<file path="src/rtl/pipe_ctrl.sv">
// pipe_ctrl -- pipelined control unit for the 5-stage processor.
//
// Decodes the ID-stage opcode into the 13-bit control bundle
//   {jr, jal, jump, aluop[2:0], branch, memToReg, memRead, memWrite, regDst, alusrc, wen}
// and carries it through the ID/EX, EX/MEM and MEM/WB stage registers.
// Also produces the PC / IF-ID hold, IF-ID flush and ID/EX bubble controls.
//
// Optional feature macro: PIPE_CTRL_FWD_EN
//   defined   : EX operand forwarding selects are produced; only load-use stalls.
//   undefined : fwd_a/fwd_b are 00; any EX or MEM writer of a used ID source stalls.
//
// Ports
//   clk, rst                  clock, asynchronous active-high reset
//   id_valid, id_op           IF/ID instruction present, opcode
//   id_rs, id_rt, id_rd       IF/ID register fields
//   ex_br_taken               BEQ compare result from the EX datapath
//   pc_hold, ifid_hold        freeze PC and IF/ID
//   ifid_flush                load NOP into IF/ID on the next edge
//   ex/mem/wb_ctrl, _rd       per-stage control bundle and destination register
//   fwd_a, fwd_b              EX operand select: 00 regfile, 01 EX/MEM, 10 MEM/WB
module pipe_ctrl #(
  parameter int OPW      = 4,
  parameter int RAW      = 3,
  parameter int MUL_LAT  = 3,
  parameter int LINK_REG = 7
) (
  input  logic           clk,
  input  logic           rst,
  input  logic           id_valid,
  input  logic [OPW-1:0] id_op,
  input  logic [RAW-1:0] id_rs,
  input  logic [RAW-1:0] id_rt,
  input  logic [RAW-1:0] id_rd,
  input  logic           ex_br_taken,
  output logic           pc_hold,
  output logic           ifid_hold,
  output logic           ifid_flush,
  output logic [12:0]    ex_ctrl,
  output logic [12:0]    mem_ctrl,
  output logic [12:0]    wb_ctrl,
  output logic [RAW-1:0] ex_rd,
  output logic [RAW-1:0] mem_rd,
  output logic [RAW-1:0] wb_rd,
  output logic [1:0]     fwd_a,
  output logic [1:0]     fwd_b
);

  localparam logic [3:0] OP_ADD  = 4'd0;
  localparam logic [3:0] OP_SUB  = 4'd1;
  localparam logic [3:0] OP_AND  = 4'd2;
  localparam logic [3:0] OP_XOR  = 4'd3;
  localparam logic [3:0] OP_COM  = 4'd4;
  localparam logic [3:0] OP_MUL  = 4'd5;
  localparam logic [3:0] OP_SLL  = 4'd6;
  localparam logic [3:0] OP_SRL  = 4'd7;
  localparam logic [3:0] OP_LW   = 4'd8;
  localparam logic [3:0] OP_SW   = 4'd9;
  localparam logic [3:0] OP_BEQ  = 4'd10;
  localparam logic [3:0] OP_JUMP = 4'd11;
  localparam logic [3:0] OP_JAL  = 4'd12;
  localparam logic [3:0] OP_JR   = 4'd13;

  // Bundle bit positions
  localparam int B_WEN  = 0;
  localparam int B_ASRC = 1;
  localparam int B_RDST = 2;
  localparam int B_MWR  = 3;
  localparam int B_MRD  = 4;
  localparam int B_M2R  = 5;
  localparam int B_BR   = 6;
  localparam int B_ALU  = 7;
  localparam int B_JMP  = 10;
  localparam int B_JAL  = 11;
  localparam int B_JR   = 12;

  localparam int CW = $clog2(MUL_LAT) + 1;

  // A used source register (non-zero) matches a producer's destination
  function automatic logic src_hit(input logic uses, input logic [RAW-1:0] rs,
                                   input logic [RAW-1:0] rt, input logic [RAW-1:0] rd);
    return uses && (((rs != {RAW{1'b0}}) && (rs == rd)) ||
                    ((rt != {RAW{1'b0}}) && (rt == rd)));
  endfunction

  logic [12:0]    ex_ctrl_q, ex_ctrl_d, mem_ctrl_q, mem_ctrl_d, wb_ctrl_q, wb_ctrl_d;
  logic [RAW-1:0] ex_rd_q, ex_rd_d, mem_rd_q, mem_rd_d, wb_rd_q, wb_rd_d;
  logic           ex_mul_q, ex_mul_d;
  logic [CW-1:0]  mul_cnt_q, mul_cnt_d;

  logic [12:0]    id_ctrl_s;
  logic           id_uses_s;
  logic           op_hi_zero_s;
  logic           id_is_mul_s;
  logic [RAW-1:0] id_rd_s;
  logic           br_flush_s, mul_busy_s, data_stall_s;
  logic           hold_s, flush_s;
  logic [1:0]     fwd_a_s, fwd_b_s;

  // Opcode bits above the 4-bit encoding must be zero for a valid decode
  assign op_hi_zero_s = ((id_op >> 4) == {OPW{1'b0}});
  assign id_is_mul_s  = id_valid && op_hi_zero_s && (id_op[3:0] == OP_MUL);
  assign id_rd_s      = id_ctrl_s[B_JAL] ? RAW'(LINK_REG) : id_rd;

  // ID-stage decode into the control bundle and source-usage flag
  always_comb begin
    id_ctrl_s = 13'd0;
    id_uses_s = 1'b0;
    if (id_valid && op_hi_zero_s) begin
      case (id_op[3:0])
        OP_ADD, OP_SUB, OP_AND, OP_XOR, OP_COM, OP_MUL: begin
          id_ctrl_s[B_WEN]       = 1'b1;
          id_ctrl_s[B_M2R]       = 1'b1;
          id_ctrl_s[B_ALU +: 3]  = id_op[2:0];
          id_uses_s              = 1'b1;
        end
        OP_SLL, OP_SRL: begin
          id_ctrl_s[B_WEN]       = 1'b1;
          id_ctrl_s[B_M2R]       = 1'b1;
          id_ctrl_s[B_ASRC]      = 1'b1;
          id_ctrl_s[B_ALU +: 3]  = id_op[2:0];
          id_uses_s              = 1'b1;
        end
        OP_LW: begin
          id_ctrl_s[B_WEN]  = 1'b1;
          id_ctrl_s[B_ASRC] = 1'b1;
          id_ctrl_s[B_MRD]  = 1'b1;
          id_uses_s         = 1'b1;
        end
        OP_SW: begin
          id_ctrl_s[B_ASRC] = 1'b1;
          id_ctrl_s[B_RDST] = 1'b1;
          id_ctrl_s[B_MWR]  = 1'b1;
          id_uses_s         = 1'b1;
        end
        OP_BEQ: begin
          id_ctrl_s[B_BR]   = 1'b1;
          id_ctrl_s[B_RDST] = 1'b1;
          id_uses_s         = 1'b1;
        end
        OP_JUMP: begin
          id_ctrl_s[B_JMP] = 1'b1;
        end
        OP_JAL: begin
          id_ctrl_s[B_WEN] = 1'b1;
          id_ctrl_s[B_JMP] = 1'b1;
          id_ctrl_s[B_JAL] = 1'b1;
        end
        OP_JR: begin
          id_ctrl_s[B_JR] = 1'b1;
          id_uses_s       = 1'b1;
        end
        default: begin
          id_ctrl_s = 13'd0;
          id_uses_s = 1'b0;
        end
      endcase
    end else begin
      id_ctrl_s = 13'd0;
      id_uses_s = 1'b0;
    end
  end

  assign br_flush_s = ex_ctrl_q[B_BR] & ex_br_taken;
  // MUL keeps EX occupied until its counter reaches MUL_LAT-1
  assign mul_busy_s = ex_mul_q & (mul_cnt_q < CW'(MUL_LAT - 1));

`ifdef PIPE_CTRL_FWD_EN
  logic [RAW-1:0] ex_rs_q, ex_rs_d, ex_rt_q, ex_rt_d;

  // EX/MEM result takes priority over the older MEM/WB result
  function automatic logic [1:0] fwd_sel(input logic [RAW-1:0] src,
                                         input logic m_wen, input logic [RAW-1:0] m_rd,
                                         input logic w_wen, input logic [RAW-1:0] w_rd);
    logic [1:0] sel;
    if (m_wen && (m_rd != {RAW{1'b0}}) && (m_rd == src)) begin
      sel = 2'b01;
    end else if (w_wen && (w_rd != {RAW{1'b0}}) && (w_rd == src)) begin
      sel = 2'b10;
    end else begin
      sel = 2'b00;
    end
    return sel;
  endfunction

  assign data_stall_s = ex_ctrl_q[B_MRD] & src_hit(id_uses_s, id_rs, id_rt, ex_rd_q);
  assign fwd_a_s = fwd_sel(ex_rs_q, mem_ctrl_q[B_WEN], mem_rd_q, wb_ctrl_q[B_WEN], wb_rd_q);
  assign fwd_b_s = fwd_sel(ex_rt_q, mem_ctrl_q[B_WEN], mem_rd_q, wb_ctrl_q[B_WEN], wb_rd_q);

  // Source fields follow the ID/EX register: hold with it, clear on bubble
  always_comb begin
    ex_rs_d = ex_rs_q;
    ex_rt_d = ex_rt_q;
    if (br_flush_s) begin
      ex_rs_d = {RAW{1'b0}};
      ex_rt_d = {RAW{1'b0}};
    end else if (mul_busy_s) begin
      ex_rs_d = ex_rs_q;
      ex_rt_d = ex_rt_q;
    end else if (data_stall_s) begin
      ex_rs_d = {RAW{1'b0}};
      ex_rt_d = {RAW{1'b0}};
    end else begin
      ex_rs_d = id_rs;
      ex_rt_d = id_rt;
    end
  end

  // Forwarding source-field registers
  always_ff @(posedge clk or posedge rst) begin
    if (rst) begin
      ex_rs_q <= {RAW{1'b0}};
      ex_rt_q <= {RAW{1'b0}};
    end else begin
      ex_rs_q <= ex_rs_d;
      ex_rt_q <= ex_rt_d;
    end
  end
`else
  // Without forwarding, any pending writer in EX or MEM must drain first;
  // WB is visible through the write-first register file.
  assign data_stall_s = (ex_ctrl_q[B_WEN]  & src_hit(id_uses_s, id_rs, id_rt, ex_rd_q)) |
                        (mem_ctrl_q[B_WEN] & src_hit(id_uses_s, id_rs, id_rt, mem_rd_q));
  assign fwd_a_s = 2'b00;
  assign fwd_b_s = 2'b00;
`endif

  // Priority resolution: branch flush > MUL hold > data stall > jump flush
  always_comb begin
    ex_ctrl_d  = ex_ctrl_q;
    ex_rd_d    = ex_rd_q;
    ex_mul_d   = ex_mul_q;
    mem_ctrl_d = ex_ctrl_q;
    mem_rd_d   = ex_rd_q;
    wb_ctrl_d  = mem_ctrl_q;
    wb_rd_d    = mem_rd_q;
    mul_cnt_d  = {CW{1'b0}};
    hold_s     = 1'b0;
    flush_s    = 1'b0;
    if (br_flush_s) begin
      flush_s   = 1'b1;
      ex_ctrl_d = 13'd0;
      ex_rd_d   = {RAW{1'b0}};
      ex_mul_d  = 1'b0;
    end else if (mul_busy_s) begin
      // ID/EX keeps the MUL; a bubble enters EX/MEM behind it
      hold_s     = 1'b1;
      mem_ctrl_d = 13'd0;
      mem_rd_d   = {RAW{1'b0}};
      mul_cnt_d  = mul_cnt_q + CW'(1);
    end else if (data_stall_s) begin
      hold_s    = 1'b1;
      ex_ctrl_d = 13'd0;
      ex_rd_d   = {RAW{1'b0}};
      ex_mul_d  = 1'b0;
    end else begin
      ex_ctrl_d = id_ctrl_s;
      ex_rd_d   = id_rd_s;
      ex_mul_d  = id_is_mul_s;
      flush_s   = id_ctrl_s[B_JMP] | id_ctrl_s[B_JR];
    end
  end

  // Stage registers and MUL occupancy counter
  always_ff @(posedge clk or posedge rst) begin
    if (rst) begin
      ex_ctrl_q  <= 13'd0;
      mem_ctrl_q <= 13'd0;
      wb_ctrl_q  <= 13'd0;
      ex_rd_q    <= {RAW{1'b0}};
      mem_rd_q   <= {RAW{1'b0}};
      wb_rd_q    <= {RAW{1'b0}};
      ex_mul_q   <= 1'b0;
      mul_cnt_q  <= {CW{1'b0}};
    end else begin
      ex_ctrl_q  <= ex_ctrl_d;
      mem_ctrl_q <= mem_ctrl_d;
      wb_ctrl_q  <= wb_ctrl_d;
      ex_rd_q    <= ex_rd_d;
      mem_rd_q   <= mem_rd_d;
      wb_rd_q    <= wb_rd_d;
      ex_mul_q   <= ex_mul_d;
      mul_cnt_q  <= mul_cnt_d;
    end
  end

  // Hazard outputs are forced low while reset is asserted, even with a jump in ID
  assign pc_hold    = hold_s  & ~rst;
  assign ifid_hold  = hold_s  & ~rst;
  assign ifid_flush = flush_s & ~rst;
  assign fwd_a      = fwd_a_s & {2{~rst}};
  assign fwd_b      = fwd_b_s & {2{~rst}};
  assign ex_ctrl    = ex_ctrl_q;
  assign mem_ctrl   = mem_ctrl_q;
  assign wb_ctrl    = wb_ctrl_q;
  assign ex_rd      = ex_rd_q;
  assign mem_rd     = mem_rd_q;
  assign wb_rd      = wb_rd_q;

endmodule
</file>
<file path="config.mk">
export PLATFORM = sky130hd
export DESIGN_NAME = pipe_ctrl
export DESIGN_NICKNAME = d
export VERILOG_FILES = /design/src/rtl/pipe_ctrl.sv
export SDC_FILE = /design/constraint.sdc
export NUM_CORES = 1
export LEC_CHECK = 0
export ABC_AREA = 1
export CELL_PAD_IN_SITES_DETAIL_PLACEMENT = 0
export CELL_PAD_IN_SITES_GLOBAL_PLACEMENT = 1
export CORE_MARGIN = 2
export CORE_UTILIZATION = 33
export CTS_BUF_LIST = sky130_fd_sc_hd__clkbuf_16
export DETAILED_ROUTE_END_ITERATION = 7
export HOLD_SLACK_MARGIN = 0.12
export PLACE_DENSITY = 0.83
export SLEW_MARGIN = 20
export SYNTH_ARGS = -nofsm -noshare
export SYNTH_HDL_FRONTEND = slang
export SYNTH_SLANG_ARGS = --single-unit
</file>
<file path="constraint.sdc">
create_clock -name clk -period 2.64 [get_ports clk]
set_clock_uncertainty 0.05 [all_clocks]
set_input_delay 0.528 -clock clk [delete_from_list [all_inputs] [get_ports clk]]
set_output_delay 0.528 -clock clk [all_outputs]
set_load 0.02 [all_outputs]
</file>
==> flow_summary.toml <==
[synthesis]
yosys.area_share.xor_xnor = 0
yosys_most_used_dff = "sky130_fd_sc_hd__dfrtp_1"
synth.yosys.seq_area_share = 0.5680
synthSimpleGateAreaFrac = 0.2862
synth_top_family_by_area = "simple AND/OR/NAND/NOR gates"
yosysWarningCount = 0
post_synth.cell_area_avg_um2 = 8.423
synthCells = 272
synth_cell_types = 27
synth.area.mux_share = 0
complex_gate_fraction_of_the_synthesized_area = 0.03659
synth-seq-cells = 52
netlist_area_um2 = 2291
synth_edf_count = 0
synth_fa_ha_area_frac = 0.005461
async_flop_share = 1.000

[worst_setup_path]
timing.setup.critical_path_class = "in2out"
crit_path_max_incr_delay_ns = 0.49
critical_path.endpoint_type = "output pin"
cp_data_arrival_time_ns = 1.98
timing.critical_path.fanout_max = 4
worst_setup_path_start_kind = "primary input"
cells_along_the_critical_path = "clkdlybuf4s50_1 -> inv_1 -> nand2_1 -> nand2_1 -> nand3_4 -> nand2_4 -> o21ai_2 -> inv_1 -> clkdlybuf4s15_2"
worst-endpoint-required_ns = 2.06
slowest_stage = "sky130_fd_sc_hd__clkdlybuf4s50_1"

[pwr]
cell_internal_pwr_mw = 2.033
power_frac_seq = 0.355
irDropWorstVdd_v = 0.0004371
clockPowerShare = 0.259
net-switching-power_mw = 1.110
cellPowerDensity_nw_per_um2 = 938.4
power_frac_comb = 0.386
leak_nw = 1.885
power_switching_share = 0.3531

[grt]
overflow = 0
grt_pass1_vias = 1731
first_pass_grt_wire_length_um = 8024
grt_max_degree = 53
grt_use_total = 0.1358
number_of_antenna_violations_at_the_first_check_in_global_routing = 0

[detailed_routing]
drc_errors = 0
count_of_nets_left_with_antenna_violations_after_detail_routing = 0
vias_per_inst = 4.399
drt_pre_antenna_iters = 4
routed_wirelength_um = 5166
post_drt_wl_per_cell_um = 11.77
vias = 1931
dr.first_iter.drc_count = 49

[cts]
cts_htree_levels = 2
worst_skew_pair.late_latency_ns = 0.29
cts_made_buffers = 5
post_cts.repair.setup_buffers = 0
clkSlewWorstSetupHoldPaths_ns = 0.07
cts_max_path_buffers = 2
tritoncts = "built"
clock-sinks = 52
cts_root_buffer = "sky130_fd_sc_hd__clkbuf_16"

[timing]
worst_slew_margin_rel = 0.5695
timing_hold_violations_final = 0
final_min_period_over_clock_period = 0.9690
setup_repair_after_global_routing_missed_its_margin = "false"
final_period_minus_worst_setup_slack_ns = 2.558
maxClockFrequency_mhz = 390.9
setup_violations = 0
timing_max_transition_violations_final = 0
worst_pin_slew_ns = 0.6457
worst_hold_slack_ns = 0.3215

[worst_hold_path]
hp-class = "reg2reg"

[run]
maxCapViolCount = 0

[run_status]
outcome = "completed"

[placement]
place.detailed.hpwl_um = 3857
placed_area_um2 = 3156
port_buffers = 67
place.gp.congestion = 0.8446

[die]
dieHeight_um = 87.32
initial_utilization = 0.3391
placement_rows = 30
design.die.area_um2 = 7625
count_of_pins_on_the_block_boundary = 72
die-width_um = 87.32
core_area_um2 = 6756

[final_layout]
multiInputGateArea_um2 = 770.7
seqCellArea_um2 = 1301
fin_area_um2 = 3349
layout-drive-gt1-share = 0.1448
insertedDiodeCount = 0
n_fill_cell = 641
nNetsFinal = 377
area_growth_pct = 46.20
-- layer usage --
metal  vias to the layer above  wire length (um)  GRT usage
li1                        977                 -          -
met1                       892              2353     0.1749
met2                        58              2444     0.2231
met3                         4               288    0.03602
met4                         0                80    0.04196
met5                         -                 0          0
-- area by class of cell --
cell class,instances,area share
Multi-Input combinational cell,167,0.2301
Timing Repair Buffer,85,0.2421
Inverter,48,0.05417
Clock inverter,2,0.01793
Tap cell,80,0.02988
Sequential cell,52,0.3885
Clock buffer,5,0.03736
-- final timing paths --
check | start | cells past startpoint | endpoint | slack (ns)
max reg2reg | ex_ctrl[6] | 8 | ex_ctrl[2] | 1.09
min | mem_ctrl[10] | 0 | wb_ctrl[10] | 0.32
max | id_op[3] | 9 | ifid_hold | 0.08
max in group asynchronous | rst | 3 | ex_ctrl[9] | 1.33
min reg2reg | mem_ctrl[10] | 0 | wb_ctrl[10] | 0.32
min in group asynchronous | rst | 3 | ex_ctrl[11] | 0.78
-- state kept, by name, indices dropped and copies added, names as in the netlist --
name,count
wb_ctrl,13
wb_rd,3
ex_ctrl,13
mem_rd,3
mem_ctrl,13
ex_rd,3
ex_mul_q,1
mul_cnt_q,3
-- synthesized netlist by cell type (2+ instances only) --
library cell / number / share of area
sky130_fd_sc_hd__nand4_1: 5 / 0.014
sky130_fd_sc_hd__inv_1: 42 / 0.069
sky130_fd_sc_hd__o21ai_1: 3 / 0.0066
sky130_fd_sc_hd__dfrtp_1: 52 / 0.57
sky130_fd_sc_hd__nand3_1: 6 / 0.013
sky130_fd_sc_hd__o21ai_0: 4 / 0.0087
sky130_fd_sc_hd__nor2_4: 2 / 0.0098
sky130_fd_sc_hd__nand2_2: 2 / 0.0055
sky130_fd_sc_hd__nand2_1: 101 / 0.17
sky130_fd_sc_hd__nand2_4: 2 / 0.0098
sky130_fd_sc_hd__buf_4: 5 / 0.016
sky130_fd_sc_hd__inv_2: 5 / 0.0082
sky130_fd_sc_hd__buf_2: 3 / 0.0066
sky130_fd_sc_hd__nor2_1: 25 / 0.041
sky130_fd_sc_hd__o21bai_1: 2 / 0.0066
sky130_fd_sc_hd__nor2_2: 2 / 0.0055
-- cell families after synthesis --
| group | after synthesis |
|---|---|
| AOI/OAI and AO/OA | 12 |
| adders and majority gates | 1 |
| buffers and inverters | 56 |
| DFF | 52 |
| other | 1 |
| and+or+nand+nor | 150 |
-- per-stage QoR --
stage	instances	power [mW]	setup TNS, ns	utilization	setup WS, ns
6_report	439	3.143	0	0.4957	0.08175
3_3_place_gp	432	2.348	-1.060	0.4670	-0.3547
5_1_grt	439	3.327	0	0.4957	0.006767
2_1_floorplan	275	1.808	0	-	0.0004767
3_5_place_dp	432	2.363	-1.168	0.4670	-0.3938
4_1_cts	439	3.186	0	0.4941	0.007133
-- power by group through the flow --
stage          sequential (mW)  clock (mW)  combinational, mW
6_report                  1.12       0.815               1.21
5_1_grt                   1.14       0.860               1.32
4_1_cts                   1.12       0.833               1.23
3_5_place_dp              1.13           0               1.23
3_3_place_gp              1.13           0               1.22
2_1_floorplan             1.32           0              0.489
-- worst max-delay path: cells and delay by family --
kind / cells / cell delay, ns
buffers and inverters: 4 / 0.89
AO/OA/AOI/OAI: 1 / 0.13
AND/OR/NAND/NOR: 4 / 0.44
-- placed cells by master, fill, tap and decap left out, types with 3 or more instances in the layout --
| master | count |
|---|---|
| sky130_fd_sc_hd__nor2_1 | 25 |
| sky130_fd_sc_hd__dlymetal6s2s_1 | 7 |
| sky130_fd_sc_hd__inv_1 | 39 |
| sky130_fd_sc_hd__dfrtp_1 | 52 |
| sky130_fd_sc_hd__dlygate4sd2_1 | 3 |
| sky130_fd_sc_hd__nand2_1 | 101 |
| sky130_fd_sc_hd__o21ai_0 | 4 |
| sky130_fd_sc_hd__buf_4 | 18 |
| sky130_fd_sc_hd__conb_1 | 4 |
| sky130_fd_sc_hd__nand4_1 | 5 |
| sky130_fd_sc_hd__clkdlybuf4s50_1 | 54 |
| sky130_fd_sc_hd__inv_2 | 8 |
| sky130_fd_sc_hd__nand3_1 | 6 |
| sky130_fd_sc_hd__clkbuf_16 | 5 |
-- timing repair --
item                                   in CTS  in global routing
gates cloned                                0                  0
hold buffers                                0                  0
endpoints found under the hold margin       0                  0
setup endpoints to repair                   3                  3
gates resized for setup                    15                  9
(Power assumes the default switching activity.)
